===== src/rtl/cache_line_arbiter_pkg.sv =====
// Shared types and defaults for the I/D cache-line arbiter onto the physical-memory port.

package cache_line_arbiter_pkg;

  localparam int unsigned LINE_W_DEF = 256;
  localparam int unsigned ADDR_W_DEF = 32;

  typedef enum logic [1:0] {
    ARB_IDLE,
    ARB_SERVE_I,
    ARB_SERVE_D
  } arb_state_t;

  localparam logic GRANT_I = 1'b0;
  localparam logic GRANT_D = 1'b1;

endpackage


===== src/rtl/cache_line_arbiter.sv =====
// Merges I-cache and D-cache line traffic onto one pmem port, one transaction at a time.
// Build option: define ARB_ROUND_ROBIN_EN for round-robin tie-breaking (default: D wins ties).

module cache_line_arbiter
  import cache_line_arbiter_pkg::*;
#(
  parameter int unsigned LINE_W = LINE_W_DEF,
  parameter int unsigned ADDR_W = ADDR_W_DEF
) (
  input  logic              clk,
  input  logic              rst_n,
  input  logic              i_read,
  input  logic [ADDR_W-1:0] i_address,
  output logic [LINE_W-1:0] i_rdata,
  output logic              i_resp,
  input  logic              d_read,
  input  logic              d_write,
  input  logic [ADDR_W-1:0] d_address,
  input  logic [LINE_W-1:0] d_wdata,
  output logic [LINE_W-1:0] d_rdata,
  output logic              d_resp,
  output logic              pmem_read,
  output logic              pmem_write,
  output logic [ADDR_W-1:0] pmem_address,
  output logic [LINE_W-1:0] pmem_wdata,
  input  logic [LINE_W-1:0] pmem_rdata,
  input  logic              pmem_resp
);

  arb_state_t state_q;
  logic       d_wr_q;
  logic       d_req;
  logic       d_wins;

  assign d_req = d_read | d_write;

`ifdef ARB_ROUND_ROBIN_EN
  logic last_grant_q;
  assign d_wins = (last_grant_q == GRANT_I);
`else
  assign d_wins = 1'b1;
`endif

  // Operation type is latched at grant so pmem_read/pmem_write never follow the request lines.
  always_ff @(posedge clk or negedge rst_n) begin
    if (!rst_n) begin
      state_q <= ARB_IDLE;
      d_wr_q  <= 1'b0;
`ifdef ARB_ROUND_ROBIN_EN
      last_grant_q <= GRANT_I;
`endif
    end else begin
      unique case (state_q)
        ARB_IDLE: begin
          if (d_req && (!i_read || d_wins)) begin
            state_q <= ARB_SERVE_D;
            d_wr_q  <= d_write;
          end else if (i_read) begin
            state_q <= ARB_SERVE_I;
          end
        end
        ARB_SERVE_I: begin
          if (pmem_resp) begin
            state_q <= ARB_IDLE;
`ifdef ARB_ROUND_ROBIN_EN
            last_grant_q <= GRANT_I;
`endif
          end
        end
        ARB_SERVE_D: begin
          if (pmem_resp) begin
            state_q <= ARB_IDLE;
`ifdef ARB_ROUND_ROBIN_EN
            last_grant_q <= GRANT_D;
`endif
          end
        end
        default: state_q <= ARB_IDLE;
      endcase
    end
  end

  always_comb begin
    pmem_read    = 1'b0;
    pmem_write   = 1'b0;
    pmem_address = '0;
    pmem_wdata   = '0;
    i_resp       = 1'b0;
    d_resp       = 1'b0;
    unique case (state_q)
      ARB_SERVE_I: begin
        pmem_read    = 1'b1;
        pmem_address = i_address;
        i_resp       = pmem_resp;
      end
      ARB_SERVE_D: begin
        pmem_write   = d_wr_q;
        pmem_read    = ~d_wr_q;
        pmem_address = d_address;
        pmem_wdata   = d_wdata;
        d_resp       = pmem_resp;
      end
      default: ;
    endcase
  end

  assign i_rdata = pmem_rdata;
  assign d_rdata = pmem_rdata;

endmodule


===== config.mk =====
export PLATFORM = sky130hd
export DESIGN_NAME = cache_line_arbiter
export DESIGN_NICKNAME = d
export VERILOG_FILES = /design/src/rtl/cache_line_arbiter_pkg.sv /design/src/rtl/cache_line_arbiter.sv
export SDC_FILE = /design/constraint.sdc
export NUM_CORES = 1
export LEC_CHECK = 0
export CAP_MARGIN = 20
export CORE_AREA = 2 2 534 536
export DETAILED_ROUTE_END_ITERATION = 10
export DIE_AREA = 0 0 536 538
export HOLD_SLACK_MARGIN = 0.1
export PLACE_DENSITY = 0.3
export SLEW_MARGIN = 20
export SYNTH_ARGS = -nofsm -noshare
export SYNTH_HDL_FRONTEND = slang
export SYNTH_SLANG_ARGS = --single-unit

===== constraint.sdc =====
create_clock -name clk -period 2.1 [get_ports clk]
set_input_delay 0.315 -clock clk [delete_from_list [all_inputs] [get_ports clk]]
set_output_delay 0.315 -clock clk [all_outputs]
set_load 0.02 [all_outputs]

# [Word level (Yosys, flattened, before mapping)]
# Index checks and enable logic that the tools add are counted.
[totals] reg_bits=3 latchBits=0 ram_bits=0 rom_bits=0 in_bits=582 output_inout_bits=804 wordCells=22 memories=0
[op_classes] addsub=0 mul=0 n_div=0 order_cmp=0 n_eq_ne=4 shifts=0 n_mux=10 bitwise=2 reduce_logical=4
[ops] operator="$mux W256" count=1
[ops] operator="$pmux W32 S2" count=1
[ops] operator="$mux W2" count=3
[ops] operator="$pmux W2 S2" count=1
[ops] operator="$reduce_and A2 Y1" count=2
[ops] operator="$mux W1" count=3
[ops] operator="$ne A3 B3 Y1 const B" count=1
[ops] operator="$eq A2 B1 Y1 const B" count=1
[ops] operator="$eq A2 B2 Y1 const B" count=1
[ops] operator="$logic_not A2 Y1" count=1
[ops] operator="$ne A2 B1 Y1 const B" count=1
[ops] operator="$pmux W1 S2" count=1
[ops] operator="$reduce_or A2 Y1" count=1
[ops] operator="$not A1 Y1" count=1
[ops] operator="$or A1 B1 Y1" count=1

# [Depth between registers and ports, before layout]
[logic_depth] word_depth=4 ltp_mapped=6

# [Worst setup path before layout]
# Ideal clock, no wire load.
[synth_path] kind="flip-flop to output port" from="reg state_q[1]" to="out pmem_address[12]" arrival_ns=1.325 required_time_ns=1.785 slack_ns=0.460 stages_incl_launch_ff=5 path_cell_list="dfrtp_1 -> inv_1 -> ha_1 -> clkbuf_1 -> nor2b_1"
[synth_between] elab_chain_len=2 word_cells_on_any_way=3 classes_between="2 x eq/ne; 1 x mux"
[synth_rtl] item="start: declaration" line="cache_line_arbiter.sv:30" source="arb_state_t state_q;"
[synth_rtl] item="start signal: assignment" line="cache_line_arbiter.sv:47" source="state_q <= ARB_IDLE;"
[synth_rtl] item="start signal: assignment" line="cache_line_arbiter.sv:56" source="state_q <= ARB_SERVE_D;"
[synth_rtl] item="start signal: assignment" line="cache_line_arbiter.sv:59" source="state_q <= ARB_SERVE_I;"
[synth_rtl] item="$eq A2 B2 Y1 / $eq A2 B1 Y1 (equally long branches)" line="cache_line_arbiter.sv:90" source="unique case (state_q)"
[synth_rtl] item="$pmux W32 S2 (*)" line="cache_line_arbiter.sv:90"
[synth_rtl] item="end: declaration" line="cache_line_arbiter.sv:24" source="output logic [ADDR_W-1:0] pmem_address,"
# Every way passes the cells marked *; elsewhere a longest branch is shown, timed or not.

# [Worst setup path after layout]
[layout_path] from="reg state_q[1]" to="out pmem_address[20]"
# The elaborated chain is that of the path after synthesis.

==> impl_results.md <==
* Nature of the critical path startpoint: register
* Die outline area at ~290000 um2
* Fill cell total of the finished layout at between 30000 and 40000
* Violations in the final reports: negative setup slack
* Worst Path Arrival at between 1.5 and 2 ns
* I/O pin cnt at approximately 1400
* DRT Pass-1 Iters at 4
* Total via count after detailed routing at 7159
* Outcome: complete, but fails checks
* Average cell area after synthesis at around 7.1 um2
* Insertion delay to the later sink of the worst-skew pair at roughly 0.23 ns
* Congestion Overflow GR at 0
* Number of different library cells in the post-synthesis netlist at 20
* Yosys reg bits at 3
* Leakage power at about 5.3 nW
* Final weighted congestion of routability-driven global placement at 0.815
* Multi-input logic area at 2800 um2
* Starting density of the core at 2.23%
* Number of nets in the layout at 1626
* Total routing usage reported by global routing at roughly 11%
* Number of global-route vias before repair at a little under 7000
* Maximum number of pins on one net before global-route repair at 36
* Final cycle utilization of the critical path at 110%
* Clock period minus worst slack at about 2.3 ns
* Area of the core at roughly 280000 um2
* Number of levels in the clock H-tree at 1
* Initial antenna violation count at between 150 and 200
* Maximum achievable frequency at about 430 MHz
* Clock Skews at 0.00188 ns
* Worst hold path type: input port to asynchronous set/reset pin
* Count of buffers inserted at the top-level ports at approximately 620
* Async SR Flop Fraction at 100%
* Yosys warns at 0
* Worst path max stage delay at about 0.41 ns
* Data required time of the worst path at roughly 1.8 ns
* Setup repair after global routing missed its margin: yes
* Storage element area at ~75 um2
* Most common library cells after synthesis: sky130_fd_sc_hd__buf_4 (515), sky130_fd_sc_hd__and2_1 (259), sky130_fd_sc_hd__a22oi_1 (32), sky130_fd_sc_hd__nor2b_1 (32), sky130_fd_sc_hd__clkbuf_2 (23)
* Die H at 538 um
* Row count at 196
* Number of sinks driven by the clock tree at 3
* Sequential element share of the synthesized area at about 1.2%
* Final Max Slew Viols at 0
* Final WS setup at -0.200 ns
* TritonCTS clock tree: yes
* Global-route wire length before repair at approximately 190000 um
* Cell with the most instances after synthesis: sky130_fd_sc_hd__buf_4
* Worst-case setup slack after placement at -0.342 ns
* CP top delay family: buffers and inverters
* Predominant post-synthesis flop cell: sky130_fd_sc_hd__dfrtp_1
* Slowest stage cell, crit path: sky130_fd_sc_hd__dfrtp_1
* CP cell instances: ha_4, buf_16, buf_12, buf_16, a22oi_2, nor2b_4, buf_12
* Max IR drop VDD at between 0.0004 and 0.0005 V
* Gate count after technology mapping at 894
* Syn nets at 1479
* Critical Path Fanout Max at 7
* Cell taking the most area after synthesis: sky130_fd_sc_hd__buf_4
* CP bufs+invs at 4
* Fin area at between 15000 and 20000 um2
* Total power divided by cell area at between 1000 and 1500 nW/um2
* CTS root buf: sky130_fd_sc_hd__clkbuf_16
* Number of routed nets with antenna violations at 0
* Number of DRC violations after detailed routing at 0
* Placement-stage cell area at 15600 um2
* DRT iter0 DRCs at 252
* Max-capacitance violation count at 0
* Kind of end point of the critical path: output port
* Total routed wirelength at roughly 170000 um
* Dpl cells at roughly 4800
* CTS clock-pin slew for the worst setup and hold paths at approximately 0.03 ns
* Share of layout cells above drive strength 1 at around 55%
* Setup TNS after final layout at -1.15 ns
* Worst setup path class: register to output port
* Portion of synthesized cell area occupied by the leading cell type at just over 60%
* Final hold slack at a little under 0.3 ns
* Finished Layout Cells at 4837
* Post-Synthesis Cell Area at 6310 um2
* Hold violation count in the final report at 0
* Layout overhead on the synthesized area at 170%
* Half-perimeter wire length after detailed placement at approximately 160000 um
* Slew Limit Headroom at between 50% and 60%
* Routed wire length per instance at around 36 um
* Slew @ Worst Pin at roughly 0.64 ns
* Vias/cell at between 1 and 1.5
* Post-synth EDFFs at 0
* Number of buffers inserted during clock tree synthesis at 3
* Top post-synthesis cells by area: sky130_fd_sc_hd__buf_4 (61%), sky130_fd_sc_hd__and2_1 (26%), sky130_fd_sc_hd__a22oi_1 (3.8%)
* Chip width at about 540 um
* Clk buf depth at 2
* Number of setup violations in the final report at 38
## power by group
part	leakage (nW)	switching, W	internal (W)
clock network	0.0384	0.0000560	0.000251
logic	5.27	0.00994	0.0107
registers	0.0367	0.0000407	0.0000871
total	5.35	0.0100	0.0110
## metrics by stage
| stage | power (W) | util [%] |
|---|---|---|
| floorplan | 0.00661 | - |
| global placement | 0.0175 | 5.49 |
| detailed placement | 0.0175 | 5.49 |
| CTS | 0.0203 | 5.81 |
| global route | 0.0222 | 5.99 |
| finish | 0.0211 | 6.01 |
## metal layers
metal / vias up / global-route usage (%) / part of all wire [%]
met5: - / 0.625 / 0.44
met1: 2843 / 7.22 / 22
li1: 2564 / - / -
met3: 493 / 15.7 / 30
met4: 76 / 3.19 / 3.8
met2: 1183 / 17.6 / 44
## registers in the layout, summed over array words and instances, names as in the netlist
signal	cells
d_wr_q	1
state_q	2
## path summary, 6_finish.rpt
path	from	to	slack [ns]	cells after the start
max	state_q[1]	pmem_address[20]	-0.20	7
max reg2reg	state_q[1]	state_q[0]	0.45	7
max in group asynchronous	rst_n	state_q[1]	1.65	1
min	rst_n	d_wr_q	0.29	1
min reg2reg	state_q[0]	state_q[0]	0.66	3
min in group clk	pmem_rdata[118]	d_rdata[118]	0.63	0
## area by class of cell
type	count	share of cell area, %
flip-flops and latches	3	0.441
repair buffers	693	54.4
multi-input cells	338	16.4
clock buffers	4	0.463
well taps	3762	27.7
diodes	35	0.515
inverters	2	0.0441
## cell families (layout without fill, tap and decap cells)
logic type | Yosys count | in the layout | synth area share [%]
DFF | 3 | 3 | 1.19
and+or+nand+nor | 298 | 298 | 29.6
AOI/OAI and AO/OA | 37 | 37 | 4.34
adders and majority gates | 3 | 3 | 0.595
buffers and inverters | 553 | 699 | 64.3
other | 0 | 35 | 0
## layout by cell type (no fill, tap or decap)
| cell type | netlist | routed |
|---|---|---|
| sky130_fd_sc_hd__buf_16 | 0 | 8 |
| sky130_fd_sc_hd__and2_4 | 0 | 145 |
| sky130_fd_sc_hd__buf_2 | 9 | 31 |
| sky130_fd_sc_hd__a22oi_1 | 32 | 7 |
| sky130_fd_sc_hd__a22o_1 | 1 | 1 |
| sky130_fd_sc_hd__buf_12 | 0 | 219 |
| sky130_fd_sc_hd__o211ai_1 | 1 | 1 |
| sky130_fd_sc_hd__buf_6 | 1 | 34 |
| sky130_fd_sc_hd__and2_2 | 0 | 1 |
| sky130_fd_sc_hd__clkdlybuf4s15_1 | 0 | 6 |
| sky130_fd_sc_hd__buf_8 | 0 | 7 |
| sky130_fd_sc_hd__diode_2 | 0 | 35 |
| sky130_fd_sc_hd__nor2b_1 | 32 | 1 |
| sky130_fd_sc_hd__nor2_1 | 1 | 1 |
| sky130_fd_sc_hd__dlygate4sd2_1 | 0 | 3 |
| sky130_fd_sc_hd__nor2b_4 | 1 | 4 |
| sky130_fd_sc_hd__nand2_1 | 2 | 2 |
| sky130_fd_sc_hd__clkdlybuf4s50_1 | 0 | 325 |
| sky130_fd_sc_hd__clkbuf_1 | 3 | 1 |
| sky130_fd_sc_hd__o21a_1 | 1 | 1 |
| sky130_fd_sc_hd__a22oi_2 | 0 | 25 |
| sky130_fd_sc_hd__clkdlybuf4s15_2 | 0 | 11 |
| sky130_fd_sc_hd__buf_4 | 515 | 26 |
| sky130_fd_sc_hd__dfrtp_1 | 3 | 3 |
| sky130_fd_sc_hd__a21oi_1 | 2 | 2 |
| sky130_fd_sc_hd__nand2b_1 | 1 | 1 |
| sky130_fd_sc_hd__inv_1 | 2 | 1 |
| sky130_fd_sc_hd__nand3b_1 | 2 | 2 |
| sky130_fd_sc_hd__inv_2 | 0 | 1 |
| sky130_fd_sc_hd__ha_4 | 0 | 3 |
| sky130_fd_sc_hd__bufbuf_16 | 0 | 3 |
| sky130_fd_sc_hd__nor2b_2 | 0 | 28 |
| sky130_fd_sc_hd__clkbuf_16 | 0 | 11 |
| sky130_fd_sc_hd__and2_1 | 259 | 113 |
| sky130_fd_sc_hd__clkbuf_2 | 23 | 12 |
## worst register-to-register path: cells and delay by family (launching register included)
kind,cells,cell delay [ns]
flip-flops,1,0.39
buffers and inverters,3,0.41
AO/OA/AOI/OAI,2,0.23
AND/OR/NAND/NOR,1,0.14
adder cells (fa/ha/maj),1,0.35
## repair_timing
item	4_1_cts	5_1_grt
setup buffers	26	9
setup endpoints to repair	241	214
gates resized for setup	400	196
gates cloned	10	10
pin swaps	2	1
hold buffers	0	0
No activity file was read; power rests on OpenSTA's default activity.
